==> config.mk <==
export PLATFORM = sky130hd
export DESIGN_NAME = cv32e40p_ex_mdu_stage
export DESIGN_NICKNAME = d
export VERILOG_FILES = /design/src/rtl/cv32e40p_ex_mdu_stage.sv
export SDC_FILE = /design/constraint.sdc
export NUM_CORES = 1
export LEC_CHECK = 0
export CORE_MARGIN = 2
export CORE_UTILIZATION = 60
export DETAILED_ROUTE_END_ITERATION = 7
export GPL_TIMING_DRIVEN = 0
export PLACE_DENSITY = 0.79
export SLEW_MARGIN = 20
export SYNTH_ARGS = -nofsm -noshare
export SYNTH_HDL_FRONTEND = slang
export SYNTH_SLANG_ARGS = --single-unit
==> constraint.sdc <==
create_clock -name clk -period 4.35 [get_ports clk]
set_input_delay 0.87 -clock clk [delete_from_list [all_inputs] [get_ports clk]]
set_output_delay 0.87 -clock clk [all_outputs]
set_load 0.01 [all_outputs]
==> src/rtl/cv32e40p_ex_mdu_stage.sv <==
// cv32e40p_ex_mdu_stage: multi-cycle M-extension unit sitting beside the EX ALU.
// The multiplier is shift-add, retiring MUL_UNROLL multiplier bits per cycle.
// The divider is restoring and produces one quotient bit per cycle. Both work on
// operand magnitudes, and FIX applies the result signs.
// Build option: define CV32E40P_MDU_DIV_EN to include the divider. Without it,
// div ops complete in one step with a zero result and the destination forwarded.
//
// state | meaning
// IDLE  | waiting for an op, op_ready_o high
// MUL   | shift-add iterations on |a|,|b|
// DIV   | restoring divide iterations (CV32E40P_MDU_DIV_EN only)
// FIX   | sign correction and half select into wb_wdata_o
// DONE  | result presented to WB until the valid/ready handshake
module cv32e40p_ex_mdu_stage #(
  parameter int XLEN       = 32,
  parameter int ADDR_W     = 5,
  parameter int MUL_UNROLL = 1
) (
  input  logic              clk,
  input  logic              rst_n,
  input  logic              op_valid_i,
  output logic              op_ready_o,
  input  logic [2:0]        op_i,
  input  logic [XLEN-1:0]   operand_a_i,
  input  logic [XLEN-1:0]   operand_b_i,
  input  logic [ADDR_W-1:0] waddr_i,
  input  logic              flush_i,
  output logic              busy_o,
  output logic              wb_valid_o,
  input  logic              wb_ready_i,
  output logic [ADDR_W-1:0] wb_waddr_o,
  output logic [XLEN-1:0]   wb_wdata_o
);

  localparam int N_MUL = XLEN / MUL_UNROLL;
  localparam int CNT_W = $clog2(XLEN + 1);

  typedef enum logic [2:0] {
    S_IDLE,
    S_MUL,
`ifdef CV32E40P_MDU_DIV_EN
    S_DIV,
`endif
    S_FIX,
    S_DONE
  } state_t;

  state_t              state_q, state_d;
  logic [CNT_W-1:0]    cnt_q;
  logic [1:0]          op_q;
  logic                neg_q;
  logic [2*XLEN-1:0]   acc_q, mcand_q, mul_sum, mul_res;
  logic [XLEN-1:0]     mplier_q;
  logic [XLEN-1:0]     mag_a, mag_b;
  logic                accept, is_div, hs, last_step;
  logic                a_signed, b_signed, a_neg, b_neg;

`ifdef CV32E40P_MDU_DIV_EN
  localparam logic [XLEN-1:0] INT_MIN = {1'b1, {(XLEN-1){1'b0}}};
  logic                div_q, a_neg_q;
  logic [XLEN-1:0]     rem_q, rem_nxt, quo_res, rem_res;
  logic [XLEN:0]       rem_sh;
  logic                q_bit, div_zero, div_ovf;
`endif

  assign op_ready_o = (state_q == S_IDLE);
  assign busy_o     = (state_q != S_IDLE);
  assign accept     = op_valid_i & op_ready_o & ~flush_i;
  assign hs         = wb_valid_o & wb_ready_i;
  assign is_div     = op_i[2];
  // MUL/MULH/MULHSU treat rs1 as signed, MUL/MULH rs2; DIV/REM both
  assign a_signed   = is_div ? ~op_i[0] : (op_i[1:0] != 2'd3);
  assign b_signed   = is_div ? ~op_i[0] : ~op_i[1];
  assign a_neg      = a_signed & operand_a_i[XLEN-1];
  assign b_neg      = b_signed & operand_b_i[XLEN-1];
  // magnitude of -2^(XLEN-1) is 2^(XLEN-1), which still fits unsigned XLEN bits
  assign mag_a      = a_neg ? -operand_a_i : operand_a_i;
  assign mag_b      = b_neg ? -operand_b_i : operand_b_i;

`ifdef CV32E40P_MDU_DIV_EN
  assign div_zero = (operand_b_i == '0);
  assign div_ovf  = ~op_i[0] & (operand_a_i == INT_MIN) & (&operand_b_i);

  // one restoring step: shift next dividend bit into the partial remainder
  always_comb begin
    rem_sh  = {rem_q, mplier_q[XLEN-1]};
    q_bit   = (rem_sh >= {1'b0, mcand_q[XLEN-1:0]});
    rem_nxt = rem_sh[XLEN-1:0];
    if (q_bit) rem_nxt = XLEN'(rem_sh - {1'b0, mcand_q[XLEN-1:0]});
  end

  assign quo_res = neg_q   ? -mplier_q : mplier_q;
  assign rem_res = a_neg_q ? -rem_q    : rem_q;
`endif

  // add MUL_UNROLL shifted partial products for the current multiplier slice
  always_comb begin
    mul_sum = acc_q;
    for (int j = 0; j < MUL_UNROLL; j++) begin
      if (mplier_q[j]) mul_sum = mul_sum + (mcand_q << j);
    end
  end

  assign mul_res = neg_q ? -acc_q : acc_q;

  // terminal count of the active iteration phase
  always_comb begin
    last_step = 1'b0;
    if (state_q == S_MUL) last_step = (cnt_q == CNT_W'(N_MUL - 1));
`ifdef CV32E40P_MDU_DIV_EN
    if (state_q == S_DIV) last_step = (cnt_q == CNT_W'(XLEN - 1));
`endif
  end

  // next-state logic; flush overrides everything
  always_comb begin
    state_d = state_q;
    case (state_q)
      S_IDLE: begin
        if (accept) begin
          if (!is_div) state_d = S_MUL;
`ifdef CV32E40P_MDU_DIV_EN
          else if (div_zero || div_ovf) state_d = S_DONE;
          else state_d = S_DIV;
`else
          else state_d = S_DONE;
`endif
        end
      end
      S_MUL:  if (last_step) state_d = S_FIX;
`ifdef CV32E40P_MDU_DIV_EN
      S_DIV:  if (last_step) state_d = S_FIX;
`endif
      S_FIX:  state_d = S_DONE;
      S_DONE: if (hs) state_d = S_IDLE;
      default: state_d = S_IDLE;
    endcase
    if (flush_i) state_d = S_IDLE;
  end

  // state register; wb_valid_o trails entry into DONE by one cycle
  always_ff @(posedge clk or negedge rst_n) begin
    if (!rst_n) begin
      state_q    <= S_IDLE;
      wb_valid_o <= 1'b0;
    end else begin
      state_q    <= state_d;
      wb_valid_o <= (state_q == S_DONE) & ~hs & ~flush_i;
    end
  end

  // operand latch, iteration datapath and result register
  always_ff @(posedge clk or negedge rst_n) begin
    if (!rst_n) begin
      cnt_q      <= '0;
      op_q       <= '0;
      neg_q      <= 1'b0;
      acc_q      <= '0;
      mcand_q    <= '0;
      mplier_q   <= '0;
      wb_waddr_o <= '0;
      wb_wdata_o <= '0;
`ifdef CV32E40P_MDU_DIV_EN
      div_q      <= 1'b0;
      a_neg_q    <= 1'b0;
      rem_q      <= '0;
`endif
    end else if (accept) begin
      cnt_q      <= '0;
      op_q       <= op_i[1:0];
      neg_q      <= a_neg ^ b_neg;
      acc_q      <= '0;
      mcand_q    <= {{XLEN{1'b0}}, (is_div ? mag_b : mag_a)};
      mplier_q   <= is_div ? mag_a : mag_b;
      wb_waddr_o <= waddr_i;
`ifdef CV32E40P_MDU_DIV_EN
      div_q      <= is_div;
      a_neg_q    <= a_neg;
      rem_q      <= '0;
      if (is_div && div_zero)     wb_wdata_o <= op_i[1] ? operand_a_i : '1;
      else if (is_div && div_ovf) wb_wdata_o <= op_i[1] ? '0 : operand_a_i;
`else
      if (is_div) wb_wdata_o <= '0;
`endif
    end else begin
      case (state_q)
        S_MUL: begin
          cnt_q    <= cnt_q + 1'b1;
          acc_q    <= mul_sum;
          mcand_q  <= mcand_q << MUL_UNROLL;
          mplier_q <= mplier_q >> MUL_UNROLL;
        end
`ifdef CV32E40P_MDU_DIV_EN
        S_DIV: begin
          cnt_q    <= cnt_q + 1'b1;
          rem_q    <= rem_nxt;
          mplier_q <= {mplier_q[XLEN-2:0], q_bit};
        end
`endif
        S_FIX: begin
`ifdef CV32E40P_MDU_DIV_EN
          if (div_q) wb_wdata_o <= op_q[1] ? rem_res : quo_res;
          else
`endif
          wb_wdata_o <= (op_q == 2'd0) ? mul_res[XLEN-1:0] : mul_res[2*XLEN-1:XLEN];
        end
        default: ;
      endcase
    end
  end

endmodule

==> flow_summary_export.csv, run 1 <==
group,metric,value,unit
status,status,"complete, no violations",
clock_tree,cts_setup_buffers,0,
setup_path,max_stage_delay,690,ps
timing,finalSetupViolations,0,
synthesis,ys_types,73,
clock_tree,root_buffer,"clkbuf_16",
placement,dpl-instance-area,0.01758,mm2
placement,hpwl,40.84,mm
drt,firstDrtPassIters,5,
power_and_ir_drop,power.total,13.36,mW
timing,worstMarginPinSlew,951.7,ps
synthesis,synth.cell_area,0.01595,mm2
global_route,met1_usage,0.5065,
drt,vias,15730,
setup_path,crit_arrival,4440,ps
floorplanning,io_pins,117,
setup_path,worstPathMaxFanout,7,
timing,hold_viol,0,
clock_tree,clkLatencyLatePin,540,ps
floorplanning,die_area,0.02790,mm2
synthesis,synth_cells,1948,
drt,wl,51.94,mm
synthesis,synth_enable_flop_cells,0,
run,max_cap_viol_count,0,
clock_tree,clkTransAtPathRegs,70,ps
setup_path,crit_path_end_kind,"flip-flop",
synthesis,async_flop_share,1.000,
timing,fin_skew,13.23,ps
final_layout,area_growth,15.39,%
setup_path,worstPathCellList,"ha_1 -> clkbuf_1 -> nand4_1 -> nor2_1 -> o2111a_1 -> nor3_1 -> o31ai_1 -> o21ai_1 -> o31ai_1 -> a31oi_1 -> xor2_1 -> o21ai_1",
global_route,grt_antenna_before_repair,0,
synthesis,synth-main-ff-cell,"dfrtp_1",
placement,dp_slack,-13.28,ps
global_route,grt_max_degree,95,
final_layout,fillers,2136,
drt,drt_iter0_drc,1702,
floorplanning,rows,59,
power_and_ir_drop,power_density,726.1,mW/mm2
placement,port_buffers,115,
setup_path,crit_buf_inv,1,
placement,dpl.cell_count,2400,
timing,slew_viol_final,0,
timing,setup_ws,363.7,ps
timing,max_freq,250.9,MHz
clock_tree,cts_tree,"done",
setup_path,crit_slowest_cell,"o31ai_1",
final_layout,stdcell_count,2445,
floorplanning,initial_core_util,0.6121,
final_layout,drive_gt1_frac,0.03602,
timing,relSlewSlack,0.3656,
synthesis,yosysSeqAreaShare,0.3279,
global_route,grt.met3_usage,0.06583,
timing,rsz0062_at_grt,"false",
global_route,overflow,0,
synthesis,ys_ff_latch,209,
clock_tree,cts_buffers,25,
final_layout,antenna_cells,0,
global_route,track_usage,0.3687,
synthesis,synth_top_area_frac,0.3279,
floorplanning,die_height,167.0,um
clock_tree,hold_buffers,0,
final_layout,seqCellArea,0.005230,mm2
global_route,grtUsageMet2,0.5858,
drt,ant_nets,0,
setup_path,path_delay_family,"compound AO/OA/AOI/OAI gates",
final_layout,multiInputGateArea,0.01013,mm2
synthesis,yosys.area.top_type,"dfrtp_1",
global_route,top_usage_layer,"met2",
synthesis,postSynthNetCount,2097,
clock_tree,cts_max_level,1,
global_route,grt_pass1_vias,15050,
timing,min_period,3986,ps
synthesis,avgSynthCellArea,8.188,um2
power_and_ir_drop,ir_worst_vdd,0.0006253,V
synthesis,synth.area.top_cells,"dfrtp_1 (33%), mux2i_1 (7.8%), nand2_1 (7.5%), a21oi_1 (6.1%), xor2_1 (5.8%)",
clock_tree,cts_buffer_depth,3,
power_and_ir_drop,leakage,7.857,nW
setup_path,cp.required,4800,ps
placement,place_congestion,1.016,
synthesis,synth_warnings,0,
drt,drc,0,
min_path,hold_path.class,"primary input to async pin",
final_layout,nNetsFinal,2241,
global_route,grt_pass1_wl,82.30,mm
setup_path,path_class,"flip-flop to flip-flop",
floorplanning,core,0.02606,mm2
drt,avgRoutedWirePerCell,21.24,um
drt,viasPerCell,6.434,
setup_path,rrSetupSlack,360,ps
floorplanning,chipWidth,167.0,um
clock_tree,clkSinkCount,209,
final_layout,fin_area,0.01841,mm2
timing,fin_crit_sh,0.9164,
setup_path,worstSetupStartpointType,"flip-flop",
==> per-layer routing <==
metal | share of wire | vias up
met5 | 0 | -
met4 | 0.038 | 0
met1 | 0.43 | 7525
met3 | 0.085 | 132
li1 | - | 7292
met2 | 0.45 | 782
==> area by class of cell <==
cell class / count / share of cell area
multi-input cells: 1588 / 0.5504
flip-flops and latches: 209 / 0.2842
repair buffers: 117 / 0.06581
clock buffers: 31 / 0.03685
plain buffers: 119 / 0.02583
well taps: 335 / 0.02277
clock inverters: 14 / 0.007682
inverters: 32 / 0.006526
==> state kept, by name, summed over array words and instances, names as in the netlist <==
signal,flops
acc_q,64
mcand_q,64
mplier_q,32
wb_wdata_o,32
cnt_q,6
wb_waddr_o,5
op_q,2
state_q,2
neg_q,1
wb_valid_o,1
==> worst paths after layout <==
path,start,to,cells after the start
worst max-delay path,acc_q[9],acc_q[61],12
max in group asynchronous,rst_n,state_q[1],2
min in group clk,wb_waddr_o[0],wb_waddr_o[0],2
worst max register to register,acc_q[9],acc_q[61],12
worst min-delay path,rst_n,acc_q[8],1
worst min register to register,wb_waddr_o[0],wb_waddr_o[0],2
==> placed cells by master (no fill, tap or decap), types with 33 or more instances in the layout <==
cell / netlist / routed
clkdlybuf4s50_1: 0 / 114
clkbuf_1: 85 / 88
ha_1: 71 / 71
nor2_1: 137 / 137
dfrtp_1: 209 / 209
o21ai_0: 84 / 84
o21ai_1: 59 / 59
mux2i_1: 124 / 124
a21oi_1: 194 / 194
o31ai_1: 33 / 33
xor2_1: 106 / 106
nand2_1: 318 / 318
nand3_1: 36 / 36
xnor2_1: 73 / 73
nor3_1: 34 / 34
==> power breakdown <==
group / switching [mW] / total [mW] / internal, mW
sequential: 0.981 / 3.74 / 2.76
clock: 0.881 / 2.11 / 1.23
combinational: 4.64 / 7.51 / 2.88
total: 6.50 / 13.4 / 6.87
==> cells in the mapped netlist (3+ instances only) <==
cell type / number
or3_1: 24
nor3_1: 34
o21ai_1: 59
nand4_1: 29
ha_1: 71
a21oi_1: 194
xor2_1: 106
clkbuf_1: 85
o41a_1: 3
o21ai_0: 84
o31ai_1: 33
o21a_1: 8
nor2b_1: 11
inv_1: 31
o41ai_1: 15
a22o_1: 3
xnor2_1: 73
or4_1: 10
nor3b_1: 5
buf_4: 6
o21bai_1: 18
a211oi_1: 20
buf_1: 23
nand2b_1: 11
and2_1: 4
buf_2: 5
or2_2: 6
dfrtp_1: 209
a221oi_1: 4
o221ai_1: 25
mux2i_1: 124
nand3b_1: 5
nand2_1: 318
nor4_1: 12
a21o_1: 27
nor2_1: 137
o211ai_1: 10
or2_1: 5
nand3_1: 36
a31oi_1: 12
o211a_1: 3
and3_1: 10
==> cells by family (layout without fill, tap and decap cells) <==
group / Yosys count / in the layout / share of synthesized area
simple gates: 668 / 668 / 0.1897
fa+ha+maj: 72 / 72 / 0.05695
xor+xnor: 179 / 179 / 0.09829
buf+inv: 151 / 313 / 0.03734
compound gates: 544 / 544 / 0.2113
mux: 125 / 125 / 0.07852
flops: 209 / 209 / 0.3279
==> through the flow <==
step,util,hold WS (ps),TNS (ps)
5_1_grt,0.7063,230.2,0
4_1_cts,0.7061,227.1,0
6_report,0.7063,207.4,0
3_3_place_gp,0.6723,450.8,-1277540
3_5_place_dp,0.6747,463.2,-13.28
2_1_floorplan,-,460.5,0
==> repair_timing <==
item | CTS | global route
setup endpoints to repair | 0 | 1
hold endpoints to repair | 0 | 0
resized for setup | 0 | 1
No activity file was read; power rests on OpenSTA's default activity.
==> run 2: changes to the inputs <==
--- a/config.mk
+++ b/config.mk
@@ -6,10 +6,11 @@
 export NUM_CORES = 1
 export LEC_CHECK = 0
 export CORE_MARGIN = 2
-export CORE_UTILIZATION = 60
+export CORE_UTILIZATION = 55
+export CTS_CLUSTER_SIZE = 30
 export DETAILED_ROUTE_END_ITERATION = 7
 export GPL_TIMING_DRIVEN = 0
-export PLACE_DENSITY = 0.79
+export PLACE_DENSITY = 0.77
 export SLEW_MARGIN = 20
 export SYNTH_ARGS = -nofsm -noshare
 export SYNTH_HDL_FRONTEND = slang
==> constraint.sdc (replaced) <==
create_clock -name clk -period 3.43 [get_ports clk]
set_input_delay 0.686 -clock clk [delete_from_list [all_inputs] [get_ports clk]]
set_output_delay 0.686 -clock clk [all_outputs]
set_load 0.01 [all_outputs]
==> run 2 against run 1 <==
  * The run now ends with setup timing left
  * Design area is 4.9% higher
  * Core utilization is 3.2 points lower
  * Routed wire length up 0.90%
  * Sequential power up 26%
  * Largest cell class unchanged
==> flow_summary_export.csv, run 2 (synthesis gave the netlist of run 1 again) <==
group,metric,value,unit
status,status,"finished with violations",
status,violations,"setup timing",
setup_path,rrSetupSlack,-100,ps
drt,wl_met2,23.86,mm
setup_path,startpoint,"acc_q[31]",
global_route,grt_pass1_vias,14950,
clock_tree,clkSinkCount,209,
final_layout,fillers,2353,
global_route,grt_pass1_wl,80.52,mm
clock_tree,clkLatencyLatePin,520,ps
clock_tree,cts_max_level,1,
timing,hold_viol,0,
placement,hpwl,40.29,mm
setup_path,worstPathCellList,"ha_4 -> buf_6 -> nand4_1 -> or4_4 -> or3_4 -> a2111oi_4 -> nor3_4 -> o41a_1 -> o21ai_2 -> a31oi_1 -> a2111o_1 -> nand3_1",
setup_path,path_class,"flip-flop to flip-flop",
setup_path,worstSetupStartpointType,"flip-flop",
timing,setup_ws,-97.45,ps
timing,relSlewSlack,0.3734,
placement,dpl.cell_count,2449,
clock_tree,root_buffer,"clkbuf_16",
floorplanning,die_height,174.3,um
drt,firstDrtPassIters,5,
drt,vias,15920,
drt,ant_nets,0,
setup_path,crit_slowest_cell,"or4_4",
drt,top_layer_used,"met4",
timing,tns,-182.0,ps
floorplanning,die_area,0.03038,mm2
global_route,overflow,0,
timing,fin_skew,12.87,ps
timing,worstMarginPinSlew,939.9,ps
final_layout,stdcell_count,2540,
global_route,grt_antenna_before_repair,0,
drt,met3_length,4.387,mm
power_and_ir_drop,swShare,0.4758,
run,max_cap_viol_count,0,
setup_path,ff2ff_path_depth,12,
timing,rsz0062_at_grt,"true",
power_and_ir_drop,ir_worst_vdd,0.0004733,V
power_and_ir_drop,combinationalPowerShare,0.590,
clock_tree,cts_tree,"done",
global_route,grt_max_degree,101,
floorplanning,core,0.02863,mm2
clock_tree,clkTransAtPathRegs,60,ps
power_and_ir_drop,switchingPower,8.379,mW
power_and_ir_drop,p_seq_frac,0.267,
timing,fin_hold_ws,12.17,ps
setup_path,worstReg2RegEnd,"acc_q[63]",
min_path,hold_path.class,"primary input to async pin",
final_layout,final_common_cell,"nand2_1",
setup_path,crit_arrival,3980,ps
setup_path,worstPathMaxFanout,2,
clock_tree,hold_buffers,0,
timing,max_freq,283.5,MHz
final_layout,largestRegisters,"acc_q x64, mcand_q x64",
power_and_ir_drop,power.total,17.61,mW
drt,drt_iter0_drc,1485,
drt,viasPerCell,6.267,
floorplanning,io_pins,117,
drt,avgRoutedWirePerCell,20.63,um
floorplanning,chipWidth,174.3,um
timing,fin_crit_sh,1.028,
placement,port_buffers,115,
final_layout,area_growth,21.02,%
clock_tree,cts_buffers,23,
floorplanning,rows,62,
power_and_ir_drop,cellInternalPower,9.233,mW
floorplanning,initial_core_util,0.5572,
placement,place_congestion,0.9581,
final_layout,nNetsFinal,2291,
final_layout,antenna_cells,0,
setup_path,path_delay_family,"compound AO/OA/AOI/OAI gates",
setup_path,crit_path_end_kind,"flip-flop",
setup_path,cp.required,3880,ps
timing,finalSetupViolations,3,
power_and_ir_drop,clkPwrFrac,0.143,
setup_path,crit_buf_inv,1,
clock_tree,cts_buffer_depth,3,
drt,wl_met1,22.09,mm
power_and_ir_drop,leakage,8.157,nW
setup_path,regToRegStartpoint,"acc_q[31]",
final_layout,layout_common_cells,"nand2_1 (318), dfrtp_1 (195), a21oi_1 (192), nor2_1 (136), mux2i_1 (123)",
setup_path,max_stage_delay,590,ps
final_layout,final_util,0.6743,
power_and_ir_drop,power_density,912.4,mW/mm2
timing,min_period,3527,ps
drt,wl,52.41,mm
final_layout,drive_gt1_frac,0.08859,
timing,slew_viol_final,0,
global_route,track_usage,0.3328,
drt,drc,0,
-- run 2: changes by cell type in the layout (fill, tap and decap cells not counted), sizes merged --
| cell | delta |
|---|---|
| clkinvlp | -4 |
| buf | +54 |
| clkbuf | +2 |
| clkinv | -4 |
| inv | -2 |
-- run 2: area by class of cell --
cell class	count	area [um2]	area share
Sequential cell	209	5248	0.2719
Timing Repair Buffer	173	1635	0.08472
Inverter	32	120.1	0.006223
Buffer	115	503.0	0.02606
Multi-Input combinational cell	1588	10580	0.5479
Clock inverter	4	70.07	0.003630
Clock buffer	35	670.6	0.03474
Tap cell	384	480.5	0.02489
-- run 2: repair_timing --
action                                  in CTS  in global routing
pin swaps                                   18                 35
resized for setup                           61                 41
endpoints found under the setup margin      91                 55
gates cloned                                 0                  0
buffers inserted                            28                 28
-- run 2: metal layers --
metal	GRT usage	vias to the layer above
li1	-	7371
met1	0.4585	7570
met2	0.5362	838
met3	0.04178	139
met4	0.1275	0
met5	0	-
-- run 2: worst max path at each step --
stage | depth (start not counted) | end
global placement | 1 | mcand_q[53]
detailed placement | 12 | acc_q[62]
global route | 13 | acc_q[55]
finish | 12 | acc_q[63]
floorplan | 12 | acc_q[62]
CTS | 13 | acc_q[55]
-- run 2: power by group through the flow --
stage,registers [mW],clock network [mW],logic (mW)
floorplan,4.30,0,6.64
global placement,4.67,0,9.01
detailed placement,4.71,0,9.20
CTS,4.63,2.52,9.77
global route,4.81,2.61,11.3
finish,4.71,2.52,10.4
-- run 2: metrics by stage --
stage          area (um2)  worst slack (ps)
6_report            19300            -97.45
2_1_floorplan       15950             161.9
3_5_place_dp        17640            -865.4
5_1_grt             19300            -193.7
4_1_cts             18870            -135.7
3_3_place_gp        17580             -6966
==> run 3: changes to the inputs <==
--- a/config.mk
+++ b/config.mk
@@ -5,7 +5,7 @@
 export SDC_FILE = /design/constraint.sdc
 export NUM_CORES = 1
 export LEC_CHECK = 0
-export CORE_MARGIN = 2
+export CORE_MARGIN = 4
 export CORE_UTILIZATION = 55
 export CTS_CLUSTER_SIZE = 30
 export DETAILED_ROUTE_END_ITERATION = 7
==> run 3 against run 2 <==
  * The flow still finishes with violations (setup timing)
  * Combinational power about the same
  * Clock power increased by 5%
  * Highest routed layer unchanged
  * Sequential share of layout area about the same
  * Routed wire length increased by 1.4%
  * Global-route usage decreased by 0.47 points
  * Count of clock-buffer cells in the layout decreased by 3
  * Core utilization increased by 0.070 points
  * Worst setup slack improved by 1.9 ps
  * Design area increased by 0.10%
  * Worst hold slack improved by 36 ps
  * Clock skew increased by 9.8 ps
  * Critical path depth increased by 1
==> flow_summary_export.csv, run 3 (synthesis gave the netlist of run 1 again) <==
group,metric,value,unit
drt,wl,53.12,mm
timing,max_freq,283.6,MHz
global_route,grtUsageMet2,0.5281,
placement,hpwl,41.62,mm
final_layout,layout_common_cells,"nand2_1 (318), dfrtp_1 (195), a21oi_1 (191), nor2_1 (135), mux2i_1 (124)",
setup_path,crit_slowest_cell,"or4_4",
global_route,met1_usage,0.4606,
final_layout,area_growth,21.14,%
final_layout,nNetsFinal,2282,
drt,vias,15730,
floorplanning,core,0.02863,mm2
clock_tree,cts_buffer_depth,3,
setup_path,worstSetupStartpointType,"flip-flop",
drt,avgRoutedWirePerCell,20.96,um
setup_path,cpMostUsedCell,"buf_6",
floorplanning,die_height,178.3,um
drt,drt_iter0_drc,1665,
clock_tree,cts_buffers,24,
timing,hold_viol,0,
timing,setup_ws,-95.59,ps
power_and_ir_drop,power_density,919.8,mW/mm2
power_and_ir_drop,ir_worst_vdd,0.0004513,V
clock_tree,clkTransAtPathRegs,70,ps
clock_tree,clkLatencyLatePin,530,ps
setup_path,startpoint,"acc_q[40]",
placement,dpl.cell_count,2449,
status,violations,"setup timing",
timing,fin_skew,22.63,ps
floorplanning,initial_core_util,0.5572,
setup_path,rrSetupSlack,-100,ps
setup_path,max_stage_delay,580,ps
final_layout,final_common_cell,"nand2_1",
setup_path,cp.depth,13,
run,max_cap_viol_count,0,
timing,rsz0062_at_grt,"true",
placement,port_buffers,115,
setup_path,path_class,"flip-flop to flip-flop",
clock_tree,cts_tree,"done",
setup_path,worstPathMaxFanout,3,
drt,viasPerCell,6.207,
setup_path,crit_buf_inv,2,
global_route,top_usage_layer,"met2",
drt,firstDrtPassIters,6,
final_layout,stdcell_count,2535,
timing,fin_crit_sh,1.028,
final_layout,antenna_cells,0,
setup_path,critPathCapture,"acc_q[55]",
global_route,grt_max_degree,100,
global_route,track_usage,0.3281,
setup_path,worstReg2RegEnd,"acc_q[55]",
global_route,grt_pass1_vias,15110,
timing,worstMarginPinSlew,975.1,ps
setup_path,worstPathCellList,"ha_4 -> buf_6 -> nand4_4 -> or4_4 -> or3_4 -> a2111oi_4 -> nor3_4 -> o41a_1 -> buf_6 -> o21bai_1 -> xnor2_1 -> nand2_1 -> a21oi_1",
setup_path,path_delay_family,"simple AND/OR/NAND/NOR gates",
placement,place_congestion,1.007,
setup_path,crit_path_end_kind,"flip-flop",
setup_path,ff2ff_path_depth,13,
drt,drc,0,
clock_tree,hold_buffers,0,
clock_tree,root_buffer,"clkbuf_16",
setup_path,cp.required,3880,ps
min_path,hold_path.class,"primary input to async pin",
timing,finalSetupViolations,2,
final_layout,largestRegisters,"acc_q x64, mcand_q x64",
floorplanning,io_pins,117,
global_route,overflow,0,
status,status,"finished with violations",
power_and_ir_drop,leakage,8.155,nW
clock_tree,clkSinkCount,209,
floorplanning,rows,62,
setup_path,regToRegStartpoint,"acc_q[40]",
global_route,grt.met3_usage,0.04303,
global_route,grt_antenna_before_repair,0,
clock_tree,cts_max_level,1,
final_layout,fillers,2402,
final_layout,drive_gt1_frac,0.09159,
floorplanning,die_area,0.03179,mm2
drt,ant_nets,0,
placement,dp_slack,-853.6,ps
timing,relSlewSlack,0.3500,
power_and_ir_drop,power.total,17.77,mW
timing,min_period,3526,ps
floorplanning,chipWidth,178.3,um
global_route,grt_pass1_wl,82.88,mm
timing,slew_viol_final,0,
setup_path,crit_arrival,3980,ps
## run 3: layout make-up
type / instances / area [um2] / share of cell area
multi-input combinational: 1588 / 10570 / 0.5472
sequential: 209 / 5248 / 0.2716
timing repair buffer: 164 / 1570 / 0.08127
clock buffer: 32 / 691.9 / 0.03581
buffer: 114 / 509.2 / 0.02635
tap: 384 / 480.5 / 0.02487
clock inverter: 12 / 128.9 / 0.006670
inverter: 32 / 120.1 / 0.006216
## run 3: routing by layer
layer,vias to the layer above,share of wire
met5,-,0
met4,0,0.039
met3,127,0.077
met2,712,0.45
met1,7538,0.44
li1,7357,-
## run 3: per-stage QoR
stage | cell area (um2) | TNS (ps) | util | hold slack, ps
floorplan | 15950 | 0 | - | 390.4
global placement | 17580 | -1495350 | 0.6142 | 457.7
detailed placement | 17640 | -55360 | 0.6163 | 459.6
CTS | 19030 | -300.2 | 0.6647 | 45.74
global route | 19320 | -574.5 | 0.6750 | 66.96
finish | 19320 | -175.4 | 0.6750 | 48.00
## run 3: power breakdown
part	leakage, nW	switching [mW]	internal, mW
registers	2.66	1.19	3.51
clock network	0.397	1.07	1.57
logic	5.10	6.21	4.22
## run 3: repair_timing
action                     4_1_cts  5_1_grt
pin swaps                       21       25
setup endpoints to repair      114       69
setup buffers                   33       14
cloned                           0        0
gates resized for setup         64       47
## run 3: how the worst min path moves through the flow
stage	cells after the start	slack, ps	to	start
5_1_grt	1	70	wb_wdata_o[18]	rst_n
6_report	1	50	wb_wdata_o[18]	rst_n
2_1_floorplan	0	390	acc_q[0]	rst_n
3_3_place_gp	2	460	wb_wdata_o[22]	wb_wdata_o[22]
4_1_cts	1	50	wb_wdata_o[23]	rst_n
3_5_place_dp	2	460	wb_wdata_o[22]	wb_wdata_o[22]
==> RTL edit, RTL diff (config.mk and constraints of run 3) <==
Add a define of `CV32E40P_MDU_DIV_EN`.
--- a/src/rtl/cv32e40p_ex_mdu_stage.sv
+++ b/src/rtl/cv32e40p_ex_mdu_stage.sv
@@ -12,4 +12,6 @@
 // FIX   | sign correction and half select into wb_wdata_o
 // DONE  | result presented to WB until the valid/ready handshake
+`define CV32E40P_MDU_DIV_EN
+
 module cv32e40p_ex_mdu_stage #(
   parameter int XLEN       = 32,
Formal check against the unedited RTL: not equivalent (Yosys sat finds a counterexample within 4 cycles, from zero or initial values and one cycle with rst_n low).
==> RTL edit against run 3 <==
- the flow still finishes with violations (setup timing)
- largest power group unchanged
- area after synthesis rose by 35%
- global-route usage rose by 9.5 points
- fmax shrank 0.14%
- worst setup slack lost 0.0048 ns
- design area is 33% higher
- sequential cell count grew 35
- routed wire length increased by 76%
- total power rose by 68%
==> RTL edit: results (changes against run 3) <==
[synth]
synth-xor-area-share_pct=10.34  ; was 9.829%
synthTopCellsByArea=dfrtp_1, nand2_1, o21ai_0  ; was dfrtp_1, mux2i_1, nand2_1
syn-num-nets=3034  ; was 2,097
synthTopCellsByCount=nand2_1, o21ai_0, a21oi_1  ; was nand2_1, dfrtp_1, a21oi_1
syn_area_per_cell_sq_um=7.571  ; was 8.188 sq um
yosys.area_share.adder_pct=6.187  ; was 5.695%

[run_status]
violations=setup timing  ; unchanged
status=finished with violations  ; unchanged

[placement]
finalWeightedCongestion=1.161  ; was 1.007
dp_hpwl_microns=72560  ; was 41,620 microns
port_buffers=114  ; was 115
placedCellCount=3487  ; was 2,449

[detailed_routing]
route.met3.wl_microns=11110  ; was 4089 microns
dr.first_iter.drc_count=2919  ; was 1,665

[global_route]
grt_use_met2_pct=65.46  ; was 52.81%
use_met1_pct=52.97  ; was 46.06%
first_global_vias=22650  ; was 15.11k

[clock_network]
numCtsBuffers=30  ; was 24
clkLatencyLatePin_ns=0.60  ; was 0.53 ns

[timing]
timing.final.ws_setup_ns=-0.1004  ; was -0.09559 ns
whs_ns=0.05196  ; was 0.04800 ns
setup_violations=5  ; was 2

[setup_path]
worstPathArrival_ns=3.94  ; was 3.98 ns
r2r_cells=8  ; was 13

[power]
comb_cell_power_uw=19800  ; was 10,400 uW
p_clk_uw=3680  ; was 2650 uW

[RTL edit: cell types whose count changed in the layout (fill, tap and decap cells not counted), moves of 52 or more]
cell      delta
mux2i_1     -89
nand3_1     +52
xnor2_1     +67
o21ai_0    +170
nor2_1      +92
clkbuf_1    +53
nand2_1    +115
[RTL edit: final cells by class]
class / count / area (sq um)
Buffer: 170 / 685.7
Sequential cell: 244 / 6131
Timing Repair Buffer: 158 / 1535
Clock buffer: 40 / 869.6
Fill cell: 3254 / 12950
Antenna cell: 4 / 10.01
Inverter: 82 / 307.8
Clock inverter: 14 / 260.3
Tap cell: 518 / 648.1
Multi-Input combinational cell: 2348 / 15340
[RTL edit: repair_timing]
action / in CTS / in global routing
pin swaps: 26 / 43
resized for setup: 96 / 117
setup buffers: 16 / 26
endpoints found under the setup margin: 115 / 84
hold endpoints to repair: 0 / 0
